## src/rtl/traffic_pkg.sv

```systemverilog
// -----------------------------------------------------------------------------
// traffic_pkg
// Shared definitions for the traffic light timer and its controller bench:
//   - default interval / debounce lengths and counter width
//   - debouncer FSM state encoding
// -----------------------------------------------------------------------------
package traffic_pkg;

    localparam int DEF_TS_CYCLES  = 5;
    localparam int DEF_TL_CYCLES  = 15;
    localparam int DEF_DEB_CYCLES = 4;
    localparam int DEF_CNT_W      = 16;

    typedef enum logic {
        STABLE  = 1'b0,
        PENDING = 1'b1
    } deb_state_t;

endpackage

```

## src/rtl/car_debounce.sv

```systemverilog
// -----------------------------------------------------------------------------
// car_debounce
// Synchronizes the raw, bouncing side-road car sensor into the Clk domain and
// debounces it. C only changes after the synchronized sensor has disagreed
// with C for DEB_CYCLES+1 consecutive samples. Any agreeing sample in between
// restarts the wait.
//
// Ports:
//   Clk     in   system clock, rising edge
//   reset   in   asynchronous, active-high reset
//   CAR_IN  in   raw car sensor (asynchronous to Clk)
//   C       out  debounced car-present, registered
// -----------------------------------------------------------------------------
module car_debounce
    import traffic_pkg::*;
#(
    parameter int DEB_CYCLES = DEF_DEB_CYCLES,
    parameter int CNT_W      = DEF_CNT_W
) (
    input  logic Clk,
    input  logic reset,
    input  logic CAR_IN,
    output logic C
);

    localparam logic [CNT_W-1:0] DEB_LIMIT = CNT_W'(DEB_CYCLES);

    logic             sync_q1;
    logic             car_s;
    deb_state_t       state;
    deb_state_t       state_next;
    logic [CNT_W-1:0] deb_cnt;
    logic [CNT_W-1:0] deb_cnt_next;
    logic             c_next;

    // Two-flop synchronizer: sync_q1 may go metastable, car_s is safe to use.
    // NOTE: clocked blocks use non-blocking assignments so every flop samples
    // the pre-edge value of the others; blocking here would collapse the chain.
    always_ff @(posedge Clk or posedge reset) begin
        if (reset) begin
            sync_q1 <= 1'b0;
            car_s   <= 1'b0;
        end else begin
            sync_q1 <= CAR_IN;
            car_s   <= sync_q1;
        end
    end

    always_ff @(posedge Clk or posedge reset) begin
        if (reset) begin
            state   <= STABLE;
            deb_cnt <= '0;
            C       <= 1'b0;
        end else begin
            state   <= state_next;
            deb_cnt <= deb_cnt_next;
            C       <= c_next;
        end
    end

    // NOTE: every output of this block gets a default first, so no path
    // leaves a signal unassigned and no latch is inferred.
    always_comb begin
        state_next   = state;
        deb_cnt_next = '0;
        c_next       = C;
        case (state)
            STABLE: begin
                if (car_s != C) begin
                    state_next   = PENDING;
                    deb_cnt_next = CNT_W'(1);
                end
            end
            PENDING: begin
                if (car_s == C) begin
                    // Glitch shorter than the debounce window: drop it.
                    state_next = STABLE;
                end else if (deb_cnt == DEB_LIMIT) begin
                    c_next     = ~C;
                    state_next = STABLE;
                end else begin
                    deb_cnt_next = deb_cnt + CNT_W'(1);
                end
            end
            default: state_next = STABLE;
        endcase
    end

endmodule

```

## src/rtl/traffic_timer.sv

```systemverilog
// -----------------------------------------------------------------------------
// traffic_timer
// Interval timer and car sensor conditioning for a traffic light controller.
// ST restarts the interval count; TS and TL flag that the short and long
// intervals have elapsed since the last ST and hold until the next one.
// The count saturates at TL_CYCLES so the flags never fall back on wrap.
// All outputs are registered; no input reaches an output combinationally.
//
// Ports:
//   Clk     in   system clock, rising edge
//   reset   in   asynchronous, active-high reset
//   ST      in   start timer (synchronous to Clk)
//   CAR_IN  in   raw side-road car sensor (asynchronous, bouncing)
//   TS      out  short interval elapsed since last ST
//   TL      out  long interval elapsed since last ST
//   C       out  debounced car-present
// -----------------------------------------------------------------------------
module traffic_timer
    import traffic_pkg::*;
#(
    parameter int TS_CYCLES  = DEF_TS_CYCLES,
    parameter int TL_CYCLES  = DEF_TL_CYCLES,
    parameter int DEB_CYCLES = DEF_DEB_CYCLES,
    parameter int CNT_W      = DEF_CNT_W
) (
    input  logic Clk,
    input  logic reset,
    input  logic ST,
    input  logic CAR_IN,
    output logic TS,
    output logic TL,
    output logic C
);

    localparam logic [CNT_W-1:0] TS_LIMIT = CNT_W'(TS_CYCLES);
    localparam logic [CNT_W-1:0] TL_LIMIT = CNT_W'(TL_CYCLES);

    logic [CNT_W-1:0] count;
    logic [CNT_W-1:0] count_next;

    // ST wins over everything, including the edge where a flag would rise.
    always_comb begin
        if (ST) begin
            count_next = '0;
        end else if (count >= TL_LIMIT) begin
            count_next = count;
        end else begin
            count_next = count + CNT_W'(1);
        end
    end

    // Flags are derived from count_next so they line up with the count
    // itself: TS reads 1 exactly TS_CYCLES edges after the ST edge.
    always_ff @(posedge Clk or posedge reset) begin
        if (reset) begin
            count <= '0;
            TS    <= 1'b0;
            TL    <= 1'b0;
        end else begin
            count <= count_next;
            TS    <= (count_next >= TS_LIMIT);
            TL    <= (count_next >= TL_LIMIT);
        end
    end

    car_debounce #(
        .DEB_CYCLES (DEB_CYCLES),
        .CNT_W      (CNT_W)
    ) u_car_debounce (
        .Clk    (Clk),
        .reset  (reset),
        .CAR_IN (CAR_IN),
        .C      (C)
    );

endmodule

```

## config.mk

```make
export PLATFORM = sky130hd
export DESIGN_NAME = traffic_timer
export DESIGN_NICKNAME = d
export VERILOG_FILES = /design/src/rtl/traffic_pkg.sv /design/src/rtl/car_debounce.sv /design/src/rtl/traffic_timer.sv
export SDC_FILE = /design/constraint.sdc
export NUM_CORES = 1
export LEC_CHECK = 0
export CAP_MARGIN = 15
export CORE_UTILIZATION = 40
export CTS_CLUSTER_DIAMETER = 50
export DETAILED_ROUTE_END_ITERATION = 8
export SLEW_MARGIN = 15
export SYNTH_ARGS = -nofsm -noshare
export SYNTH_HDL_FRONTEND = slang
export SYNTH_SLANG_ARGS = --single-unit
```

## constraint.sdc

```tcl
create_clock -name Clk -period 3.2 [get_ports Clk]
set_clock_uncertainty 0.05 [all_clocks]
set_input_delay 0.32 -clock Clk [delete_from_list [all_inputs] [get_ports Clk]]
set_output_delay 0.32 -clock Clk [all_outputs]
set_load 0.02 [all_outputs]
```

==> results of run 1 <==
worst min path at each step:
| stage | startpoint | to | cells after the start |
|---|---|---|---|
| finish | u_car_debounce.sync_q1 | u_car_debounce.car_s | 0 |
| global route | u_car_debounce.sync_q1 | u_car_debounce.car_s | 0 |
| CTS | u_car_debounce.sync_q1 | u_car_debounce.car_s | 0 |
| detailed placement | u_car_debounce.sync_q1 | u_car_debounce.car_s | 0 |
| global placement | u_car_debounce.sync_q1 | u_car_debounce.car_s | 0 |
| floorplan | u_car_debounce.sync_q1 | u_car_debounce.car_s | 0 |
cell families (layout without fill, tap and decap cells):
group	after synthesis	after routing	synth area share
flip-flops	38	38	0.563
XOR/XNOR	16	16	0.0830
buffers and inverters	12	24	0.0274
AO/OA/AOI/OAI	10	10	0.0400
multiplexers	2	2	0.0126
adder cells (fa/ha/maj)	3	3	0.0222
AND/OR/NAND/NOR	72	72	0.252
flip-flops by register name, indices dropped and copies added (netlist names):
register,flops
TS,1
u_car_debounce.car_s,1
count,16
u_car_debounce.deb_cnt,16
TL,1
u_car_debounce.state,1
u_car_debounce.sync_q1,1
u_car_debounce.C,1
Yosys cell counts, types with 2 or more instances:
cell type and number:
inv_1 9, clkbuf_1 2, ha_1 3, o21ai_0 2, nand4_1 4, nand3_1 9
dfrtp_1 38, a21oi_1 2, nor2_1 25, nor4_1 4, xor2_1 4, xnor2_1 12
nor2b_1 12, nor4_4 3, nand2_1 4, nor3_1 4
where the power goes:
| part | leakage [nW] | internal [W] | switching [W] |
|---|---|---|---|
| Sequential | 0.519 | 0.000501 | 0.0000250 |
| Combinational | 0.255 | 0.0000410 | 0.0000625 |
| Clock | 0.0482 | 0.000174 | 0.000155 |
metal layers:
metal | track usage | wire [um] | part of all wire | vias up
met2 | 0.273 | 1520 | 0.52 | 16
li1 | - | - | - | 535
met3 | 0.0531 | 80 | 0.027 | 2
met1 | 0.189 | 1320 | 0.45 | 549
met5 | 0 | 0 | 0 | -
met4 | 0.0638 | 23 | 0.0078 | 0
final cells by class:
class / count / area [um2]
clock inverters: 1 / 5.00
multi-input cells: 103 / 692
fillers: 374 / 2130
flip-flops and latches: 38 / 951
clock buffers: 7 / 86.3
inverters: 9 / 33.8
repair buffers: 7 / 67.6
well taps: 50 / 62.6
per-stage QoR:
stage	setup slack [ns]	area (um2)	hold slack, ns
floorplan	1.45	1690	0.281
detailed placement	1.36	1810	0.293
global placement	1.41	1810	0.286
CTS	1.32	1900	0.310
finish	1.34	1900	0.305
global route	1.20	1900	0.334
==> results.sh, run 1 <==
export IMPL_yosys_warnings=0
export IMPL_grt_pass1_wl_um=5270
export IMPL_io_buffers=6
export IMPL_synth_flop_cell="dfrtp_1"
export IMPL_status="finished clean"
export IMPL_syn_to_final_growth_pct=12.4
export IMPL_max_freq_mhz=538
export IMPL_track_usage=0.162
export IMPL_ios=7
export IMPL_rsz0062_at_grt="false"
export IMPL_drc=0
export IMPL_async_reset_ff_frac=1.00
export IMPL_drtPass1Iterations=4
export IMPL_crit_family="simple AND/OR/NAND/NOR gates"
export IMPL_antenna_found_initial=0
export IMPL_critical_path_class="register to register"
export IMPL_core_area_um2=4030
export IMPL_cp_end_kind="register"
export IMPL_p_total_w=0.000958
export IMPL_cts_root_buf="clkbuf_8"
export IMPL_path_buf_inv=0
export IMPL_ys_seq_elements=38
export IMPL_cts_setup_buffers=0
export IMPL_grt_max_degree=39
export IMPL_synth_area_leaders="dfrtp_1 56%, xnor2_1 6.2%, nor2_1 5.6%"
export IMPL_maxSlewViolCount=0
export IMPL_dp_cells=207
export IMPL_wl_um=2940
export IMPL_fin_cells=215
export IMPL_dieHeight_um=67.0
export IMPL_dp_hpwl_um=1970
export IMPL_maxCapViolations=0
export IMPL_first_iter_violations=28
export IMPL_synth_edf_count=0
export IMPL_reg2reg_slack_ns=1.34
export IMPL_crit_end="TL"
export IMPL_clkLatencyLatePin_ns=0.28
export IMPL_die_w_um=67.0
export IMPL_vias=1102
export IMPL_cts_tree="yes"
export IMPL_place_congestion=0.829
export IMPL_r2r_start="count[0]"
export IMPL_crit_arrival_ns=2.03
export IMPL_initial_utilization=0.419
export IMPL_crit_start="count[0]"
export IMPL_yosys_area_top_type="dfrtp_1"
export IMPL_synthesis_nets=160
export IMPL_power_density_nw_per_um2=505
export IMPL_ir_drop_mv=0.313
export IMPL_synth_distinct_cells=32
export IMPL_layout_nets=171
export IMPL_avgSynthCellArea_um2=11.0
export IMPL_path_clk_slew_ns=0.07
export IMPL_synth_cells=153
export IMPL_setup_tns_final_ns=0
export IMPL_cpMaxStageDelayCell="dfrtp_1"
export IMPL_clk_path_buf_depth=2
export IMPL_cts_buffers=5
export IMPL_cp_num_cells=6
export IMPL_start_kind="register"
export IMPL_utilization=0.471
export IMPL_h_tree_depth=2
export IMPL_r2r_end="TL"
export IMPL_ctsResizeCount=0
export IMPL_hold_viol_final=0
export IMPL_cts_sinks=38
export IMPL_slew_limit_headroom=0.609
export IMPL_setup_viol=0
export IMPL_grt_overflow=0
export IMPL_drtAntennaViolNets=0
export IMPL_path_cells="ha_1, nand3_1, nand4_4, or3_1, a21oi_2, a31o_1"
export IMPL_min_period_over_period=0.581
export IMPL_postCtsHoldBufs=0
export IMPL_ys_seq_area_frac=0.563
export IMPL_worstRegToRegCells=6
export IMPL_cpPeakStageDelay_ns=0.44
export IMPL_die_area_um2=4490
export IMPL_antenna_diode_count=0
export IMPL_drive_gt1_frac=0.0970
export IMPL_worst_slew_pin_slew_ns=0.584
export IMPL_grt_pass1_vias=1157
export IMPL_fp_row_count=23
export IMPL_synth_top_area_share=0.563
export IMPL_final_common_cell="dfrtp_1"
export IMPL_power_leakage_nw=0.822
export IMPL_required_ns=3.37
export IMPL_crit_fanout=8
export IMPL_hp_class="register to register"
export IMPL_syn_cell_area_um2=1690
export IMPL_routedWlPerCell_um=13.7
export IMPL_layout_common_cells="38 x dfrtp_1, 25 x nor2_1, 12 x nor2b_1, 12 x xnor2_1"
export IMPL_finalCriticalPeriod_ns=1.86
export IMPL_via_per_inst=5.13
Power figures use the tool's default switching activity.
==> run 2, diff against run 1 <==
==> constraint.sdc (replaced) <==
create_clock -name Clk -period 1.56 [get_ports Clk]
set_clock_uncertainty 0.05 [all_clocks]
set_input_delay 0.156 -clock Clk [delete_from_list [all_inputs] [get_ports Clk]]
set_output_delay 0.156 -clock Clk [all_outputs]
set_load 0.02 [all_outputs]
==> results.sh, run 2 (synthesis gave the netlist of run 1 again) <==
export IMPL_status="complete, but fails checks"
export IMPL_crit_fanout=5
export IMPL_cts_sinks=38
export IMPL_initial_utilization=0.419
export IMPL_start_kind="register"
export IMPL_drive_gt1_frac=0.307
export IMPL_worstRegToRegCells=6
export IMPL_layout_common_cells="38 x dfrtp_1, 23 x buf_4, 18 x nor2_1"
export IMPL_rsz0062_at_grt="true"
export IMPL_track_usage=0.158
export IMPL_holdWs_ns=0.172
export IMPL_grt_overflow=0
export IMPL_routedWlPerCell_um=13.6
export IMPL_final_cell_area_um2=2190
export IMPL_fp_row_count=23
export IMPL_first_iter_violations=29
export IMPL_grt_pass1_wl_um=5120
export IMPL_setup_viol=6
export IMPL_ir_drop_mv=0.672
export IMPL_p_int_w=0.00156
export IMPL_setup_slack_ns=-0.190
export IMPL_clkLatencyLatePin_ns=0.28
export IMPL_grt_pass1_vias=1106
export IMPL_postCtsHoldBufs=0
export IMPL_crit_start="count[9]"
export IMPL_place_congestion=0.789
export IMPL_r2r_end="TL"
export IMPL_hp_class="primary input to asynchronous set/reset pin"
export IMPL_placed_area_um2=1920
export IMPL_final_common_cell="dfrtp_1"
export IMPL_violations="setup timing"
export IMPL_share_comb_of_total_power=0.177
export IMPL_antenna_found_initial=0
export IMPL_h_tree_depth=2
export IMPL_dp_hpwl_um=1970
export IMPL_die_area_um2=4490
export IMPL_reg_largest_list="count x16, u_car_debounce.deb_cnt x16"
export IMPL_cts_tree="yes"
export IMPL_hold_viol_final=0
export IMPL_critical_path_class="register to register"
export IMPL_crit_arrival_ns=1.92
export IMPL_antenna_diode_count=0
export IMPL_required_ns=1.73
export IMPL_maxSlewViolCount=0
export IMPL_max_freq_mhz=571
export IMPL_power_density_nw_per_um2=967
export IMPL_min_period_over_period=1.12
export IMPL_core_area_um2=4030
export IMPL_p_seq_frac=0.504
export IMPL_clockPowerShare=0.319
export IMPL_wl_um=3250
export IMPL_finalCriticalPeriod_ns=1.75
export IMPL_drtPass1Iterations=5
export IMPL_cts_root_buf="clkbuf_8"
export IMPL_cp_end_kind="register"
export IMPL_cts_buffers=5
export IMPL_maxCapViolations=0
export IMPL_drtAntennaViolNets=0
export IMPL_die_w_um=67.0
export IMPL_slew_limit_headroom=0.738
export IMPL_utilization=0.543
export IMPL_worst_slew_pin_slew_ns=0.390
export IMPL_r2r_start="count[9]"
export IMPL_setup_tns_final_ns=-0.428
export IMPL_vias=1200
export IMPL_ios=7
export IMPL_path_clk_slew_ns=0.07
export IMPL_dieHeight_um=67.0
export IMPL_io_buffers=6
export IMPL_switching_power_w=0.000553
export IMPL_reg2reg_slack_ns=-0.19
export IMPL_switching_share=0.261
export IMPL_layout_nets=195
export IMPL_via_per_inst=5.02
export IMPL_clk_path_buf_depth=2
export IMPL_grt_max_degree=39
export IMPL_power_leakage_nw=0.950
export IMPL_drc=0
export IMPL_syn_to_final_growth_pct=29.6
-- run 2: cell types whose count changed in the layout (fill, tap and decap cells not counted), moves of 2 or more --
cell | before | now
nor2_4 | 0 | 3
nor3_1 | 4 | 0
nor2_1 | 25 | 18
nor4_2 | 0 | 3
nor2_2 | 0 | 4
or3b_4 | 0 | 2
nor3_2 | 0 | 4
nor4_1 | 4 | 1
buf_4 | 1 | 23
-- run 2: worst max-delay path by stage --
| stage | slack [ns] | end |
|---|---|---|
| 2_1_floorplan | -0.11 | TL |
| 3_3_place_gp | -0.12 | TL |
| 3_5_place_dp | -0.20 | TL |
| 4_1_cts | -0.19 | TL |
| 5_1_grt | -0.25 | TL |
| 6_report | -0.19 | TL |
-- run 2: metrics by stage --
stage	cells	setup WS (ns)	power, W
after detailed placement	219	-0.199	0.00136
final	239	-0.190	0.00212
after global routing	239	-0.251	0.00222
after floorplan	153	-0.108	0.00128
after CTS	231	-0.187	0.00207
after global placement	219	-0.122	0.00135
-- run 2: power groups by stage --
stage               logic (W)  clock network [W]  registers [W]
floorplan            0.000185                  0        0.00110
global placement     0.000262                  0        0.00108
detailed placement   0.000273                  0        0.00109
CTS                  0.000296           0.000697        0.00107
global route         0.000410           0.000735        0.00107
finish               0.000374           0.000676        0.00107
-- run 2: layout make-up --
type	count	area, um2
Inverter	9	33.8
Timing Repair Buffer	30	253
Clock buffer	7	86.3
Clock inverter	1	5.00
Sequential cell	38	951
Fill cell	342	1840
Multi-Input combinational cell	104	797
Tap cell	50	62.6
-- run 2: worst max-delay path: stages, from the launching register on --
cell and delay [ns]:
dfrtp_1 0.41, nor4_4 0.26, buf_4 0.17, nand4_4 0.13, or3_4 0.36, a21oi_2 0.16, a31o_1 0.15
-- run 2: timing repair --
action,4_1_cts,5_1_grt
buffers inserted,3,8
gates cloned,1,0
endpoints found under the setup margin,20,22
gates resized for setup,7,14
pin swaps,4,11
-- run 2: layer usage --
layer | vias to the layer above | wire length (um) | GRT usage
li1 | 586 | - | -
met1 | 601 | 1550 | 0.212
met2 | 11 | 1620 | 0.239
met3 | 2 | 74 | 0.0462
met4 | 0 | 11 | 0.0612
met5 | - | 0 | 0
==> run 3, diff against run 2 <==
--- a/config.mk
+++ b/config.mk
@@ -5,6 +5,7 @@
 export SDC_FILE = /design/constraint.sdc
 export NUM_CORES = 1
 export LEC_CHECK = 0
+export ABC_AREA = 0
 export CAP_MARGIN = 15
 export CORE_UTILIZATION = 40
 export CTS_CLUSTER_DIAMETER = 50
==> results of run 3 <==
Final layout, timing and power as in run 2 (identical DEF).
